File: src/rtl/score_pkg.sv
// Shared types and constants for the score pulse generator.
package score_pkg;

  // Game state as seen by the scoring logic.
  typedef enum logic [1:0] {
    ST_IDLE   = 2'd0,
    ST_RUN    = 2'd1,
    ST_PAUSED = 2'd2,
    ST_OVER   = 2'd3
  } state_t;

  // Width of the points field that comes with an eat pulse.
  localparam int PTS_W = 4;

  // Default decay period: 1 s at 100 MHz.
  localparam int DECR_PERIOD_DEF = 100000000;

endpackage

File: src/rtl/score_tick_div.sv
// Decay timer: counts 0..DECR_PERIOD-1 while run is high.
// tick fires combinationally during the terminal-count cycle, and the
// counter then wraps to 0. clr has priority over run and suppresses the tick.
module score_tick_div #(
  parameter int DECR_PERIOD = score_pkg::DECR_PERIOD_DEF
) (
  input  logic clk,
  input  logic reset,
  input  logic run,
  input  logic clr,
  output logic tick
);

  localparam int CNT_W = (DECR_PERIOD > 1) ? $clog2(DECR_PERIOD) : 1;
  localparam logic [CNT_W-1:0] TC = CNT_W'(DECR_PERIOD - 1);

  logic [CNT_W-1:0] cnt;

  assign tick = run && !clr && (cnt == TC);

  // Period counter: cleared, held, or advanced with wrap at terminal count.
  always_ff @(posedge clk or negedge reset) begin
    if (!reset) begin
      cnt <= '0;
    end else if (clr) begin
      cnt <= '0;
    end else if (run) begin
      cnt <= (cnt == TC) ? '0 : cnt + CNT_W'(1);
    end
  end

endmodule

File: src/rtl/score_pulse_gen.sv
// Score pulse generator: turns eat/points events into one-cycle add pulses
// and, with hungry_mode, periodic decr pulses.
// Optional feature macro: SCORE_DECAY_EN (decay timer and decr output).
// Without it, decr and is_decreasing are tied low and hungry_mode is unused.
//
// state     | meaning
// ----------+-----------------------------------------------
// ST_IDLE   | after reset, waiting for start; eat ignored
// ST_RUN    | game active; pending drains as add pulses
// ST_PAUSED | scoring frozen; eat still accumulates
// ST_OVER   | game ended; pending cleared, waiting for start
module score_pulse_gen
  import score_pkg::*;
#(
  parameter int DECR_PERIOD = DECR_PERIOD_DEF,
  parameter int PEND_W      = 6
) (
  input  logic              clk,
  input  logic              reset,
  input  logic              start,
  input  logic              pause,
  input  logic              eat,
  input  logic [PTS_W-1:0]  points,
  input  logic              hungry_mode,
  input  logic              gameover,
  output logic              add,
  output logic              decr,
  output logic              is_decreasing,
  output logic [PEND_W-1:0] pending,
  output logic              overflow
);

  localparam int SUM_W = ((PEND_W > PTS_W) ? PEND_W : PTS_W) + 1;
  localparam logic [SUM_W-1:0] PEND_MAX = SUM_W'({PEND_W{1'b1}});

  state_t            state;
  state_t            state_nxt;
  logic              in_game;
  logic              start_acc;
  logic              eat_acc;
  logic              run_ok;
  logic              emit;
  logic              clip;
  logic              tick;
  logic [SUM_W-1:0]  sum;
  logic [PEND_W-1:0] pend_nxt;

  // Next-state decode; gameover takes priority over pause.
  always_comb begin
    state_nxt = state;
    case (state)
      ST_IDLE:   if (start) state_nxt = ST_RUN;
      ST_RUN: begin
        if (gameover)   state_nxt = ST_OVER;
        else if (pause) state_nxt = ST_PAUSED;
      end
      ST_PAUSED: begin
        if (gameover)    state_nxt = ST_OVER;
        else if (!pause) state_nxt = ST_RUN;
      end
      ST_OVER:   if (start) state_nxt = ST_RUN;
      default:   state_nxt = ST_IDLE;
    endcase
  end

  assign in_game   = (state == ST_RUN) || (state == ST_PAUSED);
  assign start_acc = start && ((state == ST_IDLE) || (state == ST_OVER));
  assign eat_acc   = eat && in_game;
  // Pulses are only launched when the game stays in RUN, so no registered
  // pulse can land in the first PAUSED or OVER cycle.
  assign run_ok    = (state == ST_RUN) && (state_nxt == ST_RUN);
  // A decay tick takes the slot; the add simply waits one cycle.
  assign emit      = run_ok && (pending != '0) && !tick;

  // Pending update: add new points, retire the emitted one, saturate.
  always_comb begin
    sum      = SUM_W'(pending) + (eat_acc ? SUM_W'(points) : '0) - SUM_W'(emit);
    clip     = (sum > PEND_MAX);
    pend_nxt = clip ? '1 : sum[PEND_W-1:0];
  end

`ifdef SCORE_DECAY_EN
  logic tmr_run;
  logic tmr_clr;

  assign tmr_run = run_ok && hungry_mode;
  assign tmr_clr = start_acc || !in_game || !hungry_mode || eat_acc;

  score_tick_div #(
    .DECR_PERIOD (DECR_PERIOD)
  ) u_tick_div (
    .clk   (clk),
    .reset (reset),
    .run   (tmr_run),
    .clr   (tmr_clr),
    .tick  (tick)
  );

  assign is_decreasing = (state == ST_RUN) && hungry_mode;
`else
  logic unused_cfg;

  assign tick          = 1'b0;
  assign is_decreasing = 1'b0;
  assign unused_cfg    = hungry_mode | (DECR_PERIOD == 0);
`endif

  // State, registered pulses, pending counter and sticky overflow.
  always_ff @(posedge clk or negedge reset) begin
    if (!reset) begin
      state    <= ST_IDLE;
      add      <= 1'b0;
      decr     <= 1'b0;
      pending  <= '0;
      overflow <= 1'b0;
    end else begin
      state <= state_nxt;
      add   <= emit;
      decr  <= tick;
      if (start_acc) begin
        pending  <= '0;
        overflow <= 1'b0;
      end else if (state_nxt == ST_OVER) begin
        pending <= '0;
      end else if (in_game) begin
        pending <= pend_nxt;
        if (clip) overflow <= 1'b1;
      end
    end
  end

endmodule

File: config.mk
export PLATFORM = sky130hd
export DESIGN_NAME = score_pulse_gen
export DESIGN_NICKNAME = d
export VERILOG_FILES = /design/src/rtl/score_pkg.sv /design/src/rtl/score_tick_div.sv /design/src/rtl/score_pulse_gen.sv
export SDC_FILE = /design/constraint.sdc
export NUM_CORES = 1
export LEC_CHECK = 0
export CAP_MARGIN = 30
export CORE_UTILIZATION = 58
export CTS_BUF_LIST = sky130_fd_sc_hd__clkbuf_4
export DETAILED_ROUTE_END_ITERATION = 6
export DONT_BUFFER_PORTS = 1
export PLACE_DENSITY = 0.82
export SLEW_MARGIN = 20
export SYNTH_ARGS = -nofsm -noshare
export SYNTH_HDL_FRONTEND = slang
export SYNTH_SLANG_ARGS = --single-unit
export TNS_END_PERCENT = 10
File: constraint.sdc
create_clock -name clk -period 3.1 [get_ports clk]
set_input_delay 0.62 -clock clk [delete_from_list [all_inputs] [get_ports clk]]
set_output_delay 0.62 -clock clk [all_outputs]
set_load 0.02 [all_outputs]
; Yosys cells after proc, flatten, opt, wreduce, memory -nomap -nowiden
; Index checks and enable logic that the tools add are counted.
[op_classes]
reduce_logical = 13
add_sub_neg = 2
n_lt_le_gt_ge = 1
eq_ne = 6
muxes = 15
[op_table]
columns = operator, count
row1 = two-way mux 6 bit, 4
row2 = two-way mux 2 bit, 5
row3 = adder 6 x 4 -> 7 bit, 1
row4 = "> comparator 7 x 6 -> 1 bit, second input constant", 1
row5 = subtractor 7 x 1 -> 7 bit, 1
row6 = "equality test 2 bit, second input constant", 3
row7 = one-hot mux 2 bit (3 select lines), 1
row8 = nonzero test 6 bit, 1
row9 = "equality test 2 x 1 -> 1 bit, second input constant", 2
row10 = logical AND 1 bit, 4
row11 = two-way mux 1 bit, 4
row12 = two-way mux 4 bit, 1
row13 = nonzero test 2 bit, 2
row14 = AND reduction 3 bit, 1
row15 = nonzero test 3 bit, 1
row16 = logical NOT 2 bit, 1
row17 = logical OR 1 bit, 2
row18 = "inequality test 2 bit, second input constant", 1
row19 = OR reduction 2 bit, 1
[word_totals]
register_bits = 10
out_inout_bits = 10
input_bits = 11

; Logic depth before layout (Yosys ltp)
; Gate-level depths: netlist of run 1.
[depth]
depth_word = 12
depth_mapped = 15
ltp_nobuf = 15

; Least setup slack after synthesis of run 1
; No wires, ideal clock.
[synth_timing]
path_type = register to register
startpoint = reg state[0]
endpoint = reg pending[2]
arrival_time_ps = 3232
path_stages_with_launch = 16
n_path_buf = 0
slack_ps = -210
path_cell_list = dfrtp_1 > inv_1 > ha_1 > nor2b_1 > o21ai_0 > nand2_1 > a311oi_1 > ha_1 > inv_1 > ha_1 > fa_1 > a211oi_1 > nor4_1 > nor3_1 > nor2_1 > o2bb2ai_1
[synth_between]
elab_chain_cells = 12
elab_cells_between_ends = 28
[synth_rtl]
columns = element, line_no
row1 = start: declaration, score_pulse_gen.sv:36  ; state_t state;
row2 = start signal: assignment, score_pulse_gen.sv:117  ; state <= state_nxt;
row3 = equality test 2 bit / logical NOT 2 bit (equally long branches), score_pulse_gen.sv:51  ; case (state)
row4 = OR reduction 2 bit (no source line), n/a
row5 = one-hot mux 2 bit (3 select lines) (*), score_pulse_gen.sv:51
row6 = net state_nxt[1], score_pulse_gen.sv:37  ; state_t state_nxt;
row7 = equality test 2 x 1 -> 1 bit (*), score_pulse_gen.sv:71  ; assign run_ok = (state == ST_RUN) && (state_nxt == ST_RUN);
row8 = logical AND 1 bit (*), score_pulse_gen.sv:71
row9 = logical AND 1 bit (*), score_pulse_gen.sv:73  ; assign emit = run_ok && (pending != '0) && !tick;
row10 = net emit, score_pulse_gen.sv:42  ; logic emit;
row11 = subtractor 7 x 1 -> 7 bit (*), score_pulse_gen.sv:77  ; sum = SUM_W'(pending) + (eat_acc ? SUM_W'(points) : '0) - SUM_W'(emit);
row12 = > comparator 7 x 6 -> 1 bit, score_pulse_gen.sv:78  ; clip = (sum > PEND_MAX);
row13 = two-way mux 6 bit (*), score_pulse_gen.sv:79  ; pend_nxt = clip ? '1 : sum[PEND_W-1:0];
row14 = two-way mux 6 bit (*), score_pulse_gen.sv:125  ; end else if (in_game) begin
row15 = two-way mux 6 bit (*), score_pulse_gen.sv:123  ; end else if (state_nxt == ST_OVER) begin
row16 = two-way mux 6 bit (*), score_pulse_gen.sv:120  ; if (start_acc) begin
row17 = end signal: assignment, score_pulse_gen.sv:126  ; pending <= pend_nxt;
row18 = end: declaration, score_pulse_gen.sv:29  ; output logic [PEND_W-1:0] pending,
; The timed path passes the listed nets; every way through them passes the cells marked *. The select of a mux whose other input is x is not followed.
; A chain may end at the register's enable or synchronous reset.

; Worst setup path in the final report of run 1
[layout_timing]
startpoint = reg state[1]
endpoint = reg pending[5]
[layout_between]
elab_chain_cells = 12
elab_cells_between_ends = 28
[layout_rtl]
columns = element, line_no
row1 = "equality test 2 bit, or another cell as far along", score_pulse_gen.sv:51
row2 = "OR reduction 2 bit (no source line), or another cell as far along", n/a
row3 = one-hot mux 2 bit (3 select lines) (*), score_pulse_gen.sv:51
row4 = net state_nxt[1], score_pulse_gen.sv:37
row5 = equality test 2 x 1 -> 1 bit (*), score_pulse_gen.sv:71
row6 = logical AND 1 bit (*), score_pulse_gen.sv:71
row7 = logical AND 1 bit (*), score_pulse_gen.sv:73
row8 = net emit, score_pulse_gen.sv:42
row9 = subtractor 7 x 1 -> 7 bit (*), score_pulse_gen.sv:77
row10 = > comparator 7 x 6 -> 1 bit, score_pulse_gen.sv:78
row11 = two-way mux 6 bit (*), score_pulse_gen.sv:79
row12 = two-way mux 6 bit (*), score_pulse_gen.sv:125
row13 = two-way mux 6 bit (*), score_pulse_gen.sv:123
row14 = two-way mux 6 bit (*), score_pulse_gen.sv:120
; Marked as above.

==> metrics.md, run 1 <==
| Metric | Value |
|---|---|
| Critical Path Slowest Stage Cell | `dfrtp_1` |
| Iter 0 DRT Violations | `27` |
| Status | `complete, but fails checks` |
| Layout cells sized above 1 | `29.3%` |
| Max Freq | `0.315 GHz` |
| Setup Skew | `1.12 ps` |
| Vias in the first global route | `927` |
| Die area | `1750 µm²` |
| Slew HR | `63.9%` |
| Average wire per standard cell | `15.6 µm` |
| Vias | `883` |
| Worst path max stage delay | `420 ps` |
| XOR/XNOR Fraction of Synth Area | `1.90%` |
| Post-synthesis cell area | `920 µm²` |
| Ys Warns | `0` |
| Yosys cell types | `33` |
| Commonest non-fill, non-tap cell in the layout | `buf_4` |
| Crit. End Element | `register` |
| Area share of the largest cell type after synthesis | `27.2%` |
| Io pins | `21` |
| Ant. Diodes | `0` |
| Post-Synth Adder-Cell Area | `19.9%` |
| Area delta synth->final | `28.7%` |
| CP bufs+invs | `3` |
| Core area | `1490 µm²` |
| Starting Density | `61.8%` |
| Nets | `159` |
| WP data required | `3250 ps` |
| Drt pass-1 iters | `4` |
| RSZ-0062 raised after global routing | `true` |
| Dpl ws | `-313 ps` |
| Period Utilization, post-route | `103%` |
| Path category of the worst min-delay check | `input pin to asynchronous set/reset pin` |
| Critical path arrival | `3330 ps` |
| Tightest Pin Transition | `540 ps` |
| Largest net degree at the start of global routing | `11` |
| Post-Synth Simple-Gate Area | `15.8%` |
| Critical Path Fanout Max | `6` |
| Fin. Hold Viols | `0` |
| #FFs+latches synth | `10` |
| Num CTS Buffers | `3` |
| Synth Area in Compound Gates | `26.3%` |
| Filler cell count | `101` |
| Clock root buffer master | `clkbuf_4` |
| Cell Rows | `14` |
| Initial antenna violation count | `0` |
| Global Route Usage Sum | `29.8%` |
| Max-slew violation count | `0` |
| Post-Route WL | `2330 µm` |
| Clk buf depth | `2` |
| Final setup vio count | `6` |
| Final setup margin | `-79.1 ps` |
| Mapped Cells | `108` |
| Most frequent cells in the layout | `22 x buf_4, 15 x inv_1, 12 x nor2_1, 12 x ha_1, 10 x dfrtp_1` |
| Max-cap violations | `0` |
| Main area contributors after synthesis | `dfrtp_1 27%, ha_1 18%, inv_1 6.9%` |
| Setup crit start kind | `register` |
| Post-synthesis mux area share | `0%` |
| Crit path max-delay family | `compound AO/OA/AOI/OAI gates` |
| First-pass GRT wire length | `3970 µm` |
| Dominant cell type by area after synthesis | `dfrtp_1` |
| Clock Latency Late Sink | `270 ps` |
| Sequential share of the synthesized area | `27.2%` |
| Drt drc | `0` |
| Violated checks | `setup timing` |
| Synth Area per Inst | `8.52 µm²` |
| CTS tree | `built` |
| Clk sinks | `10` |
| GRT Residual Overflow | `0` |
| GP Congestion | `0.856` |
| Vias per cell | `5.93` |
| Combinational family with the most area after synthesis | `compound AO/OA/AOI/OAI gates` |
| WS Path Type | `register to register` |
| Cell mode on critical path | `ha_1` |
| Period minus WS final | `3180 ps` |
| DPL Wire Length | `1760 µm` |
| Crit path cell chain | `inv_2 -> ha_1 -> o21a_1 -> o22ai_4 -> nand2_2 -> a311oi_2 -> ha_1 -> inv_1 -> ha_4 -> fa_2 -> a211oi_4 -> o211a_1 -> nor3_2 -> buf_4 -> a31oi_1 -> o2bb2ai_1` |
| CTS H-Tree Depth | `1` |
| ANT nets after route | `0` |
| IO Port Bufs | `0` |
| Die height | `41.8 µm` |
| Clk pin slew, worst setup/hold paths | `70 ps` |
| Die width | `41.8 µm` |
sequential cells by signal, summed over array words and instances (netlist names):
register  count
add           1
state         2
pending       6
overflow      1
worst paths after layout:
kind,startpoint,endpoint,slack (ps),depth (start not counted)
hold reg to reg,overflow,overflow,630,2
hold / removal,reset,state[1],40,0
setup reg to reg,state[1],pending[5],-80,16
setup / recovery,state[1],pending[5],-80,16
min in group clk,gameover,state[1],520,2
max in group asynchronous,reset,state[0],2990,0
cells in the mapped netlist, drive strengths merged:
cell and count:
nand2 9, nor3 2, nor2 12, a21boi 1
a311oi 1, nor4 1, xnor2 1, fa 1
o2bb2ai 6, ha 13, xor2 1, and3b 1
or3b 1, a211oi 3, o211a 2, o22ai 1
nor2b 3, a31oi 2, o21ai 5, a21o 2
a21oi 3, inv 17, dfrtp 10, nor3b 1
o21a 2, conb 1, buf 2, o41ai 1
nand2b 1, a211o 2
per-layer routing:
layer  up-vias  global-route usage, %  routed length [µm]  part of all wire (%)
li1        427                      -                   -                     -
met1       426                   31.5                 935                    40
met2        23                   58.4                1270                    55
met3         7                   2.61                  61                   2.6
met4         0                   12.9                  60                   2.6
met5         -                      0                   0                     0
per-stage QoR:
| step | hold WS, ps | area (µm²) | setup TNS [ps] | cells | utilization, % |
|---|---|---|---|---|---|
| detailed placement | 325 | 1090 | -1780 | 143 | 73.5 |
| finish | 40.2 | 1180 | -260 | 149 | 79.5 |
| global placement | 325 | 1090 | -902 | 143 | 73.5 |
| CTS | 33.9 | 1180 | -64.2 | 149 | 79.3 |
| global route | 29.9 | 1180 | -1310 | 149 | 79.5 |
| floorplan | 324 | 940 | 0 | 109 | - |
cell families (layout without fill, tap and decap cells):
kind of cell | Yosys count | count (layout)
buffers and inverters | 19 | 43
and+or+nand+nor | 31 | 31
adders and majority gates | 14 | 14
other | 1 | 2
xor gates and xnor gates | 2 | 2
DFF | 10 | 10
AOI/OAI and AO/OA | 31 | 31
area by class of cell:
class	instances	area (µm²)	share of cell area, %
multi-input combinational	80	658	55.6
inverter	17	63.8	5.39
clock buffer	3	22.5	1.90
tap	16	20.0	1.69
sequential	10	250	21.1
timing repair buffer	22	165	14.0
clock inverter	1	3.75	0.317
repair_timing:
action | 4_1_cts | 5_1_grt
endpoints found under the setup margin | 7 | 7
gates resized for setup | 9 | 3
gates cloned | 0 | 0
pin swaps | 7 | 0
hold buffers | 0 | 0
buffers inserted | 2 | 0
hold endpoints to repair | 0 | 0
Power of run 1 is left out: the tool's default activity adds up to more than one toggle a clock period on the data nets, which glitch-free logic cannot reach.
==> run 2: changes to the inputs <==
--- a/config.mk
+++ b/config.mk
@@ -11,7 +11,7 @@
 export DETAILED_ROUTE_END_ITERATION = 6
 export DONT_BUFFER_PORTS = 1
 export PLACE_DENSITY = 0.82
-export SLEW_MARGIN = 20
+export SLEW_MARGIN = 10
 export SYNTH_ARGS = -nofsm -noshare
 export SYNTH_HDL_FRONTEND = slang
 export SYNTH_SLANG_ARGS = --single-unit
==> constraint.sdc (replaced) <==
create_clock -name clk -period 3.1 [get_ports clk]
set_input_delay 0.62 -clock clk [delete_from_list [all_inputs] [get_ports clk]]
set_output_delay 0.62 -clock clk [all_outputs]
set_load 0.05 [all_outputs]
==> run 2 against run 1 <==
The flow finishes with violations (DRC, setup timing); hold slack worse by 11 ps; non-clock buffer count is 5 higher; final area is 8.8% higher.
==> metrics.md, run 2 (synthesis results as in run 1) <==
| Metric | Value |
|---|---|
| Filler cell count | `75` |
| Slew HR | `58.0%` |
| Tightest Pin Transition | `629 ps` |
| Iter 0 DRT Violations | `40` |
| FF+latch area | `253 µm²` |
| RSZ-0062 raised after global routing | `true` |
| Cell Rows | `14` |
| Final setup margin | `-73.8 ps` |
| Clk pin slew, worst setup/hold paths | `80 ps` |
| Layout cells sized above 1 | `39.4%` |
| WS Path Type | `register to register` |
| IO Port Bufs | `0` |
| Max-slew violation count | `0` |
| CTS H-Tree Depth | `1` |
| Num CTS Buffers | `3` |
| Critical Path Fanout Max | `6` |
| Vias | `1008` |
| Worst path max stage delay | `450 ps` |
| Starting Density | `61.8%` |
| DPL Wire Length | `1880 µm` |
| Global Route Usage Sum | `33.4%` |
| Reg2reg start | `state[0]` |
| Ant. Diodes | `0` |
| Vias per cell | `6.59` |
| Clk sinks | `10` |
| Crit. End Element | `register` |
| Most frequent cells in the layout | `27 x buf_4, 14 x inv_1, 12 x nor2_1, 9 x nand2_1, 9 x ha_1` |
| Die width | `41.8 µm` |
| Largest regs | `pending: 6 flops, state: 2 flops` |
| Dpl ws | `-317 ps` |
| Status | `complete, but fails checks` |
| Critical Path Slowest Stage Cell | `dfrtp_2` |
| Drt pass-1 iters | `7` |
| Max Freq | `0.315 GHz` |
| Crit path max-delay family | `compound AO/OA/AOI/OAI gates` |
| Path category of the worst min-delay check | `input pin to asynchronous set/reset pin` |
| Average wire per standard cell | `20.0 µm` |
| Final non-filler cell total | `153` |
| Die height | `41.8 µm` |
| Post-Route WL | `3050 µm` |
| Critical path startpoint | `state[0]` |
| Period minus WS final | `3170 ps` |
| Dpl cells | `146` |
| Multi-input logic area | `726 µm²` |
| Design area | `1290 µm²` |
| Max FFs per register | `6` |
| Violated checks | `DRC, setup timing` |
| Critical path arrival | `3320 ps` |
| CP bufs+invs | `2` |
| GP Congestion | `0.835` |
| Nets | `164` |
| Commonest non-fill, non-tap cell in the layout | `buf_4` |
| Clk buf depth | `2` |
| DP Area | `1120 µm²` |
| Crit path cell chain | `inv_2 -> ha_4 -> nor2b_4 -> o21ai_1 -> nand2_1 -> a311oi_2 -> ha_1 -> inv_2 -> ha_4 -> fa_2 -> a211oi_4 -> o211a_1 -> nor3_4 -> a31oi_2 -> o2bb2ai_2` |
| GRT Residual Overflow | `0` |
| Clock Latency Late Sink | `280 ps` |
| Final setup vio count | `7` |
| Setup crit start kind | `register` |
| Drt drc | `3` |
| Vias in the first global route | `1005` |
| Core area | `1490 µm²` |
| Clock root buffer master | `clkbuf_4` |
| Initial antenna violation count | `0` |
| Period Utilization, post-route | `102%` |
| Setup Skew | `14.4 ps` |
| ANT nets after route | `0` |
| Die area | `1750 µm²` |
| CTS tree | `built` |
| First-pass GRT wire length | `4340 µm` |
| WP data required | `3240 ps` |
| Io pins | `21` |
| Reg with most FFs | `pending` |
| Largest net degree at the start of global routing | `11` |
| Max-cap violations | `0` |
| Area delta synth->final | `40.0%` |
| Fin. Hold Viols | `0` |
==> run 2: worst register-to-register path, cell delays in order, from the launching register on <==
cell and delay (ps):
dfrtp_2 450, inv_2 80, ha_4 190, nor2b_4 120, o21ai_1 130, nand2_1 110, a311oi_2 280, ha_1 210
inv_2 50, ha_4 160, fa_2 380, a211oi_4 290, o211a_1 230, nor3_4 80, a31oi_2 200, o2bb2ai_2 90
==> run 2: per-stage QoR <==
| step | hold WS, ps | TNS [ps] | utilization [%] |
|---|---|---|---|
| finish | 29.2 | -281 | 86.5 |
| global route | 17.4 | -1280 | 86.5 |
| CTS | 35.8 | -33.5 | 80.8 |
| detailed placement | 325 | -1620 | 75.0 |
| global placement | 325 | -786 | 75.0 |
| floorplan | 324 | 0 | - |
==> run 2: area by class of cell <==
type                    count  area share, %
clock buffers               3           1.75
flip-flops and latches     10           19.6
well taps                  16           1.55
repair buffers             27           15.7
multi-input cells          80           56.4
inverters                  17           4.96
==> run 2: layer usage <==
metal / up-vias / share of wire, % / GRT usage (%) / routed length, µm
li1: 435 / - / - / -
met1: 482 / 37 / 34.0 / 1130
met2: 69 / 50 / 63.1 / 1520
met3: 22 / 7.5 / 2.61 / 228
met4: 0 / 5.6 / 22.6 / 170
met5: - / 0 / 0 / 0
==> run 2: repair_timing <==
action	in CTS	in global routing
setup buffers	2	3
resized for setup	12	14
pin swaps	10	13
hold buffers	0	0
endpoints found under the setup margin	7	7
==> run 2: worst paths after layout <==
path                         endpoint  slack, ps  cells after the start
max in group asynchronous    state[0]       2980                      0
setup reg to reg           pending[5]        -70                     15
hold / removal             pending[1]         30                      0
setup / recovery           pending[5]        -70                     15
min in group clk             state[1]        540                      2
hold reg to reg                   add        650                      2
Power of run 2 is left out for the same reason.
==> run 3: changes to the inputs <==
--- a/config.mk
+++ b/config.mk
@@ -11,6 +11,7 @@
 export DETAILED_ROUTE_END_ITERATION = 6
 export DONT_BUFFER_PORTS = 1
 export PLACE_DENSITY = 0.82
+export SETUP_SLACK_MARGIN = 0.05
 export SLEW_MARGIN = 10
 export SYNTH_ARGS = -nofsm -noshare
 export SYNTH_HDL_FRONTEND = slang
==> run 3 against run 2 <==
The run now ends clean; sequential cell count stayed put; critical path depth stayed put; core utilization is 8.4 points lower; routed wire length is 34% lower; hold slack better by 23 ps; final cell count is 3.9% lower; worst setup slack better by 120 ps; clock-buffer cell count stayed put; clock skew is 13 ps lower; critical endpoint unchanged.
==> metrics.md, run 3 (synthesis results as in run 1) <==
| Metric | Value |
|---|---|
| Setup Skew | `1.24 ps` |
| Largest net degree at the start of global routing | `11` |
| Initial antenna violation count | `0` |
| Path category of the worst min-delay check | `input pin to asynchronous set/reset pin` |
| Commonest non-fill, non-tap cell in the layout | `buf_4` |
| Max-cap violations | `0` |
| Status | `completed` |
| Cell Rows | `14` |
| Ant. Diodes | `0` |
| Layout cells sized above 1 | `26.7%` |
| Reg with most FFs | `pending` |
| Iter 0 DRT Violations | `18` |
| Most frequent cells in the layout | `21 x buf_4, 17 x inv_1, 12 x nor2_1, 11 x ha_1, 10 x dfrtp_1` |
| ANT nets after route | `0` |
| Nets | `158` |
| Critical path arrival | `3190 ps` |
| Period minus WS final | `3050 ps` |
| Reg2Reg Depth | `15` |
| Drt pass-1 iters | `4` |
| Average wire per standard cell | `13.7 µm` |
| Final setup vio count | `0` |
| Max Freq | `0.327 GHz` |
| GRT Residual Overflow | `0` |
| Max FFs per register | `6` |
| Post-Route WL | `2020 µm` |
| Vias per cell | `5.74` |
| Starting Density | `61.8%` |
| Die height | `41.8 µm` |
| WS Path Type | `register to register` |
| Final Hold Slack | `51.9 ps` |
| Clk sinks | `10` |
| Global Route Usage Sum | `26.2%` |
| DPL Wire Length | `1670 µm` |
| First-pass GRT wire length | `3490 µm` |
| IO Port Bufs | `0` |
| Period Utilization, post-route | `98.5%` |
| Crit. End Element | `register` |
| Vias in the first global route | `829` |
| Vias | `844` |
| Max-slew violation count | `0` |
| Final core occ | `78.1%` |
| Io pins | `21` |
| Clk buf depth | `2` |
| RSZ-0062 raised after global routing | `true` |
| Critical Path Fanout Max | `6` |
| Flop2flop setup slack | `50 ps` |
| CTS H-Tree Depth | `1` |
| Die area | `1750 µm²` |
| CTS Hold Bufs | `0` |
| WP data required | `3240 ps` |
| GP Congestion | `0.823` |
| Setup crit start kind | `register` |
| RR Endpoint | `pending[5]` |
| Fin. Hold Viols | `0` |
| Slew HR | `64.5%` |
| Clk pin slew, worst setup/hold paths | `60 ps` |
| CTS tree | `built` |
| Die width | `41.8 µm` |
| Reg2reg start | `state[1]` |
| Core area | `1490 µm²` |
| Clock Latency Late Sink | `260 ps` |
| Largest regs | `pending: 6 flops, state: 2 flops` |
| Drt drc | `0` |
| Tightest Pin Transition | `531 ps` |
| Num CTS Buffers | `3` |
| Area delta synth->final | `26.4%` |
| Clock root buffer master | `clkbuf_4` |
[run 3: cell types whose count changed in the layout (fill, tap and decap cells not counted), moves of 2 or more]
cell	previous run	this run
ha_1	9	11
o2bb2ai_2	2	0
ha_4	3	1
dfrtp_2	2	0
buf_4	27	21
dfrtp_1	8	10
inv_1	14	17
o2bb2ai_1	4	6
inv_2	3	0
[run 3: worst max-delay path: stages, from the launching register on]
cell,delay (ps)
dfrtp_1,410
ha_1,320
nor2b_1,140
o21ai_1,110
nand2_1,90
a311oi_2,240
ha_1,160
inv_1,50
ha_4,170
fa_2,390
a211oi_4,240
o211a_1,190
nor3_2,50
buf_4,160
a31oi_1,140
o2bb2ai_1,70
[run 3: layout make-up]
| cell class | count | area, µm² |
|---|---|---|
| Sequential cell | 10 | 250 |
| Fill cell | 102 | 327 |
| Timing Repair Buffer | 21 | 158 |
| Clock buffer | 3 | 22.5 |
| Multi-Input combinational cell | 80 | 648 |
| Inverter | 17 | 63.8 |
| Tap cell | 16 | 20.0 |
[run 3: worst max path at each step]
stage	startpoint	endpoint	slack (ps)	cells past startpoint
after floorplan	state[0]	pending[5]	60	15
after global placement	state[0]	pending[5]	-110	16
after detailed placement	state[0]	pending[5]	-140	16
after CTS	state[1]	pending[5]	40	15
after global routing	state[0]	pending[5]	-130	16
final	state[1]	pending[5]	50	15
[run 3: timing repair]
action	4_1_cts	5_1_grt
setup endpoints to repair	7	7
setup buffers	1	0
pin swaps	7	0
resized for setup	6	1
[run 3: per-stage QoR]
stage | cell area (µm²) | instances | setup TNS, ps | setup slack, ps
floorplan | 942 | 109 | 0 | 61.1
global placement | 1100 | 143 | -410 | -112
detailed placement | 1100 | 143 | -643 | -143
CTS | 1150 | 147 | 0 | 39.7
global route | 1160 | 147 | -579 | -126
finish | 1160 | 147 | 0 | 46.1
[run 3: per-layer routing]
layer  global-route usage, %  routed length, µm  up-vias  part of all wire (%)
li1                        -                  -      423                     -
met1                    29.8                851      390                    42
met2                    46.9               1070       27                    53
met3                    1.74                 69        4                   3.4
met4                    16.1                 34        0                   1.7
met5                       0                  0        -                     0
Power of run 3 is left out for the same reason.
